File: config.mk
export PLATFORM = sky130hd
export DESIGN_NAME = div_seq
export DESIGN_NICKNAME = d
export VERILOG_FILES = /design/src/rtl/div_seq_pkg.sv /design/src/rtl/div_step.sv /design/src/rtl/div_seq.sv
export SDC_FILE = /design/constraint.sdc
export NUM_CORES = 1
export LEC_CHECK = 0
export BUFFER_PORTS_ARGS = -buffer_cell sky130_fd_sc_hd__buf_2
export CORE_MARGIN = 2
export CORE_UTILIZATION = 40
export CTS_CLUSTER_SIZE = 10
export DETAILED_ROUTE_END_ITERATION = 10
export SYNTH_ARGS = -nofsm -noshare
export SYNTH_HDL_FRONTEND = slang
export SYNTH_HIERARCHICAL = 1
export SYNTH_SLANG_ARGS = --single-unit
File: constraint.sdc
create_clock -name clk -period 4.2 [get_ports clk]
set_clock_uncertainty 0.15 [all_clocks]
set_input_delay 0.21 -clock clk [delete_from_list [all_inputs] [get_ports clk]]
set_output_delay 0.21 -clock clk [all_outputs]
set_load 0.01 [all_outputs]
File: src/rtl/div_seq_pkg.sv
// Shared encodings and defaults for the sequential shift-subtract divider.
// Used by div_seq and div_step.
package div_seq_pkg;

  localparam int unsigned DivDataWDefault = 32;
  localparam int unsigned DivIterDefault  = DivDataWDefault;

  typedef enum logic [1:0] {
    DivFree   = 2'b00,
    DivByZero = 2'b01,
    DivOn     = 2'b10,
    DivEnd    = 2'b11
  } div_state_e;

  localparam logic DivResultReady    = 1'b1;
  localparam logic DivResultNotReady = 1'b0;

  localparam logic DivStart = 1'b1;
  localparam logic DivStop  = 1'b0;

endpackage

File: src/rtl/div_step.sv
// One restoring division iteration: shift the partial remainder left by one,
// bring in the next dividend bit, and subtract the divisor if it fits.
module div_step #(
  parameter int unsigned DATA_W = 32
) (
  input  logic [DATA_W-1:0] rem,
  input  logic              dividend_bit,
  input  logic [DATA_W-1:0] divisor,
  output logic [DATA_W-1:0] rem_next,
  output logic              quo_bit
);

  logic [DATA_W:0]   shifted;
  logic [DATA_W-1:0] diff;

  always_comb begin
    shifted  = {rem, dividend_bit};
    // The partial remainder is always below the divisor, so a successful
    // subtraction leaves a result that fits in DATA_W bits.
    diff     = shifted[DATA_W-1:0] - divisor;
    quo_bit  = (shifted >= {1'b0, divisor});
    rem_next = quo_bit ? diff : shifted[DATA_W-1:0];
  end

endmodule

File: src/rtl/div_seq.sv
// Multi-cycle restoring divider producing {remainder, quotient}.
// Signed (DIV) support is compiled in only when DIV_SIGNED_EN is defined.
module div_seq
  import div_seq_pkg::*;
#(
  parameter int unsigned DATA_W = DivDataWDefault,
  parameter int unsigned ITER   = DATA_W
) (
  input  logic                clk,
  input  logic                rst,
  input  logic                start_i,
  input  logic                annul_i,
  input  logic                signed_div_i,
  input  logic [DATA_W-1:0]   opdata1_i,
  input  logic [DATA_W-1:0]   opdata2_i,
  output logic [2*DATA_W-1:0] result_o,
  output logic                ready_o,
  output logic                busy_o
);

  localparam int unsigned CntW = (ITER > 1) ? $clog2(ITER) : 1;

  div_state_e        state_q;
  logic [CntW-1:0]   cnt_q;
  logic [DATA_W-1:0] dividend_q;
  logic [DATA_W-1:0] divisor_q;
  logic [DATA_W-1:0] rem_q;

  logic [DATA_W-1:0] op1_mag;
  logic [DATA_W-1:0] op2_mag;
  logic [DATA_W-1:0] rem_nxt;
  logic [DATA_W-1:0] quo_nxt;
  logic [DATA_W-1:0] rem_fin;
  logic [DATA_W-1:0] quo_fin;
  logic              quo_bit;

  div_step #(
    .DATA_W(DATA_W)
  ) u_step (
    .rem          (rem_q),
    .dividend_bit (dividend_q[DATA_W-1]),
    .divisor      (divisor_q),
    .rem_next     (rem_nxt),
    .quo_bit      (quo_bit)
  );

  // The dividend register doubles as the quotient shift register.
  assign quo_nxt = {dividend_q[DATA_W-2:0], quo_bit};

`ifdef DIV_SIGNED_EN
  logic op1_neg;
  logic op2_neg;
  logic quo_neg_q;
  logic rem_neg_q;

  assign op1_neg = signed_div_i & opdata1_i[DATA_W-1];
  assign op2_neg = signed_div_i & opdata2_i[DATA_W-1];
  assign op1_mag = op1_neg ? (~opdata1_i + DATA_W'(1)) : opdata1_i;
  assign op2_mag = op2_neg ? (~opdata2_i + DATA_W'(1)) : opdata2_i;
  assign quo_fin = quo_neg_q ? (~quo_nxt + DATA_W'(1)) : quo_nxt;
  assign rem_fin = rem_neg_q ? (~rem_nxt + DATA_W'(1)) : rem_nxt;

  always_ff @(posedge clk or negedge rst) begin
    if (!rst) begin
      quo_neg_q <= 1'b0;
      rem_neg_q <= 1'b0;
    end else if (state_q == DivFree && start_i == DivStart && !annul_i) begin
      quo_neg_q <= op1_neg ^ op2_neg;
      rem_neg_q <= op1_neg;
    end
  end
`else
  logic unused_signed_div;

  assign unused_signed_div = signed_div_i;
  assign op1_mag = opdata1_i;
  assign op2_mag = opdata2_i;
  assign quo_fin = quo_nxt;
  assign rem_fin = rem_nxt;
`endif

  always_ff @(posedge clk or negedge rst) begin
    if (!rst) begin
      state_q    <= DivFree;
      cnt_q      <= '0;
      dividend_q <= '0;
      divisor_q  <= '0;
      rem_q      <= '0;
      result_o   <= '0;
      ready_o    <= DivResultNotReady;
      busy_o     <= 1'b0;
    end else begin
      unique case (state_q)
        DivFree: begin
          ready_o  <= DivResultNotReady;
          result_o <= '0;
          if (start_i == DivStart && !annul_i) begin
            dividend_q <= op1_mag;
            divisor_q  <= op2_mag;
            rem_q      <= '0;
            cnt_q      <= '0;
            busy_o     <= 1'b1;
            state_q    <= (opdata2_i == '0) ? DivByZero : DivOn;
          end
        end

        DivByZero: begin
          busy_o   <= 1'b0;
          result_o <= '0;
          if (annul_i) begin
            state_q <= DivFree;
          end else begin
            ready_o <= DivResultReady;
            state_q <= DivEnd;
          end
        end

        DivOn: begin
          if (annul_i) begin
            busy_o   <= 1'b0;
            result_o <= '0;
            state_q  <= DivFree;
          end else begin
            rem_q      <= rem_nxt;
            dividend_q <= quo_nxt;
            cnt_q      <= cnt_q + CntW'(1);
            // The final step writes the sign-corrected result directly.
            if (cnt_q == CntW'(ITER - 1)) begin
              result_o <= {rem_fin, quo_fin};
              ready_o  <= DivResultReady;
              busy_o   <= 1'b0;
              state_q  <= DivEnd;
            end
          end
        end

        DivEnd: begin
          if (start_i == DivStop) begin
            ready_o  <= DivResultNotReady;
            result_o <= '0;
            state_q  <= DivFree;
          end
        end

        default: begin
          state_q <= DivFree;
          busy_o  <= 1'b0;
          ready_o <= DivResultNotReady;
        end
      endcase
    end
  end

endmodule

==> metrics list <==
- Actual transition at the worst max-transition pin: 1.19 ns
- Die outline area: 24500 um2
- Iter 0 DRT Violations: 342
* Adder and majority gate portion of the synthesized area: 5.60%
- Largest vdd supply drop: 0.000281 V
- Main combinational cell family by area after synthesis: simple AND/OR/NAND/NOR gates
* Die Y-Extent: 156 um
* Buffer type at the clock tree root: clkbuf_16
- In this run, synthesis inferred 0 flip-flops with an integrated enable.
- Counting the fill cells in the layout gives 2146.
* Total of buffers placed on input and output ports: 133
- Post-place setup slack: 0.673 ns
- Most common flop cell mapped by yosys: dfrtp_1
* Required time at the endpoint of the critical path: 4.38 ns
* Cell area power density: 577 nW/um2
- The share of the Yosys chip area taken by registers is 45.5%.
* Post-synthesis register bit count: 169
- Die W: 156 um
- Setup repair after global routing left no endpoint under its margin.
* Post-CTS Setup Inserts: 0
* Crit path DAT: 3.73 ns
* Share of final-layout standard cells stronger than drive strength 1: 22.9%
* Largest net degree at the start of global routing: 99
- From synthesis to final layout, the design area changed by 23.5%.
* Final HPWL DP: 15900 um
* Pins Over Slew Limit: 0
* Average detailed-routed wire length per instance: 16.4 um
* Final cell utilization of the core: 50.6%
- Tcrit/Tclk final: 84.6%
- Post-cts resize count: 0
* Accumulated negative setup slack: 0 ns
- Type of element capturing the critical path: register
- Of all flip-flops after synthesis, the portion carrying an async set or reset was 100%.
* Post-layout instance area: 11500 um2
* Initial Util: 40.9%
- Clock-pin slew was measured on the worst setup and hold paths at 0.08 ns.
- TritonCTS built the clock tree.
- Final worst hold slack: 0.179 ns
- Registers take 4230 um2.
- The clock period could shrink to 3.55 ns.
- Cells taking the most area after synthesis: dfrtp_1 (45%), nand2_1 (7.3%), mux2_2 (6.4%)
- In the routed design, unresolved DRC markers number 0.
* CP max-delay cell: ha_1
- The clock reaches the later pin of the worst-skew pair after 0.44 ns.
* Complex-gate fraction of the synthesized area: 13.3%
- The synthesized netlist devotes 2.64% of its cell area to XOR and XNOR gates.
- Final antenna-violating net count: 0
- Synthesized area: 9300 um2
* Share of cell area taken by muxes after synthesis: 11.7%
* Critical Path, Cell by Cell: ha_1 -> nand4_1 -> nor3_1 -> o211ai_1 -> nor4b_4 -> o21ai_2 -> a31oi_4 -> o21a_4 -> inv_2 -> buf_4 -> mux2_2 -> a32o_1
- Including well taps, the total number of placed cells is 1319.
- The number of global-route vias before repair is 7473.
* Most common library cells after synthesis: nand2_1 (180), dfrtp_1 (169), nand3_1 (70), mux2_2 (53)
- The number of hold violations in the final report is 0.
- Number of placed I/O pins: 135
* Clock buffer depth: 2
- Count of inserted antenna diode cells: 0
* Cell accounting for the most synthesized area: dfrtp_1
* Area share of the largest cell type after synthesis: 45.5%
* H-tree levels: 4
* Library cell with the highest instance count after synthesis: nand2_1
- The tightest min-delay check is of the in -> reg type.
* Core Footprint: 22700 um2
* Post-layout total power: 6.63 mW
- The floorplan has 55 rows.
- Total number of yosys warnings: 6
* Number of nets in the layout: 1228
- Number of non-filler instances in the completed layout: 1416
- The routed layout has 7475 vias.
- The first TritonRoute pass finished after 5 iterations.
- Wire length reported by the detailed router: 23200 um
* Placer Congestion: 0.825
- Total setup violations reported at the end of the flow: 0
- Global routing usage summed across all routing layers: 19.6%
- The flow ran to the end, and the final reports show no timing, DRC or antenna violations.
- Avg Cell Area, Syn: 9.84 um2
- Crit-path max FO: 16
* Crit Path Category: reg -> reg
- In this design, the stage delay of the slowest critical-path cell is 0.43 ns.
* Cell family with the largest share of critical-path delay: compound AO/OA/AOI/OAI gates
* Post-Synth Simple-Gate Area: 16.3%
- The number of buffers and inverters on the critical path is 2.
- In this run the cell area measured after placement is 10200 um2.
- Synthesized net count: 1055
- Wire length of the first global-routing pass: 37900 um
* Startpoint type of the worst setup path: register
- Number of maximum-capacitance violations: 0
* Leakage power: 5.87 nW
* Max-Slew Margin vs Limit: 20.0%
* Sink Count: 169
- The synthesized netlist contains 61 unique library cells.
- Highest Clock Rate: 281 MHz
- Clock tree synthesis inserted a total of 17 buffers.
* Vias per inst: 5.28
* Total global routing overflow: 0
* Area of combinational cells with multiple inputs: 4650 um2
- The cell count after synthesis came out at 945.
* Setup slack after layout: 0.648 ns
* Initial antenna violation count: 0
==> registers in the layout (all words and copies together) (netlist names) <==
| register | cells |
|---|---|
| busy_o | 1 |
| rem_q | 32 |
| state_q | 2 |
| ready_o | 1 |
| result_o | 64 |
| cnt_q | 5 |
| dividend_q | 32 |
| divisor_q | 32 |
==> power breakdown <==
part | switching [mW] | internal (mW) | leakage [nW]
logic | 1.64 | 1.05 | 3.32
clock network | 0.815 | 0.823 | 0.305
registers | 0.274 | 2.03 | 2.24
==> layout make-up <==
class                      instances  share of cell area, %
sequential                       169                   36.8
timing repair buffer             210                   12.5
tap                              285                   3.11
inverter                          45                   1.47
clock buffer                      17                   3.71
clock inverter                    15                   1.84
multi-input combinational        675                   40.5
==> tightest hold or removal path, stage by stage <==
cell and delay, ns:
buf_2 0.24, nor3b_1 0.11, xnor2_1 0.13, nor2_1 0.04
==> cells in the final DEF (no fill, tap or decap), types with 4 or more instances in the layout <==
cell type | synthesis | final
mux2_2 | 53 | 53
dlygate4sd3_1 | 0 | 65
nor2_1 | 28 | 27
dfrtp_1 | 169 | 169
inv_1 | 44 | 44
a22o_1 | 4 | 4
xor2_1 | 8 | 8
buf_4 | 1 | 10
nor3_1 | 7 | 7
a31oi_1 | 5 | 5
a211oi_1 | 4 | 4
a21oi_1 | 30 | 30
clkinv_8 | 0 | 9
o21ai_0 | 44 | 44
nand4_1 | 9 | 9
and3_1 | 5 | 5
clkbuf_16 | 0 | 17
o21ai_1 | 5 | 4
a32o_1 | 35 | 35
nand3_1 | 70 | 70
o21bai_1 | 4 | 4
mux2i_1 | 36 | 36
o21a_1 | 4 | 4
mux2_4 | 9 | 9
buf_2 | 27 | 132
nor2b_1 | 6 | 6
ha_1 | 40 | 39
nor4_1 | 10 | 10
nand2_1 | 180 | 180
nor3b_1 | 5 | 5
xnor2_1 | 20 | 20
a21o_1 | 9 | 9
==> repair_timing <==
| item | CTS | global route |
|---|---|---|
| hold endpoints to repair | 135 | 0 |
| hold buffers | 65 | 0 |
| setup endpoints to repair | 0 | 0 |
==> kinds of logic (layout without fill, tap and decap cells) <==
group                    Yosys count  in the layout
AO/OA/AOI/OAI                    173            173
XOR/XNOR                          28             28
adder cells (fa/ha/maj)           41             41
buffers and inverters            101            287
flip-flops                       169            169
multiplexers                      98             98
AND/OR/NAND/NOR                  335            335
==> final timing paths <==
kind	depth (start not counted)	from	to	slack, ns
worst max-delay path	12	rem_q[10]$_DFFE_PN0P_	result_o[47]$_DFFE_PN0P_	0.65
worst min-delay path	4	annul_i	cnt_q[2]$_DFFE_PN0P_	0.18
worst max register to register	12	rem_q[10]$_DFFE_PN0P_	result_o[47]$_DFFE_PN0P_	0.65
worst min register to register	2	result_o[28]$_DFFE_PN0P_	result_o[28]$_DFFE_PN0P_	0.31
max in group asynchronous	3	rst	state_q[1]$_DFFE_PN0P_	2.75
min in group asynchronous	2	rst	result_o[51]$_DFFE_PN0P_	0.19
==> layer usage <==
metal | vias to the layer above | track usage (%) | share of wire [%]
li1 | 3693 | - | -
met1 | 3623 | 26.3 | 48
met2 | 144 | 32.1 | 47
met3 | 15 | 4.46 | 4.1
met4 | 0 | 4.72 | 1.1
met5 | - | 0 | 0
Power figures use the tool's default switching activity.
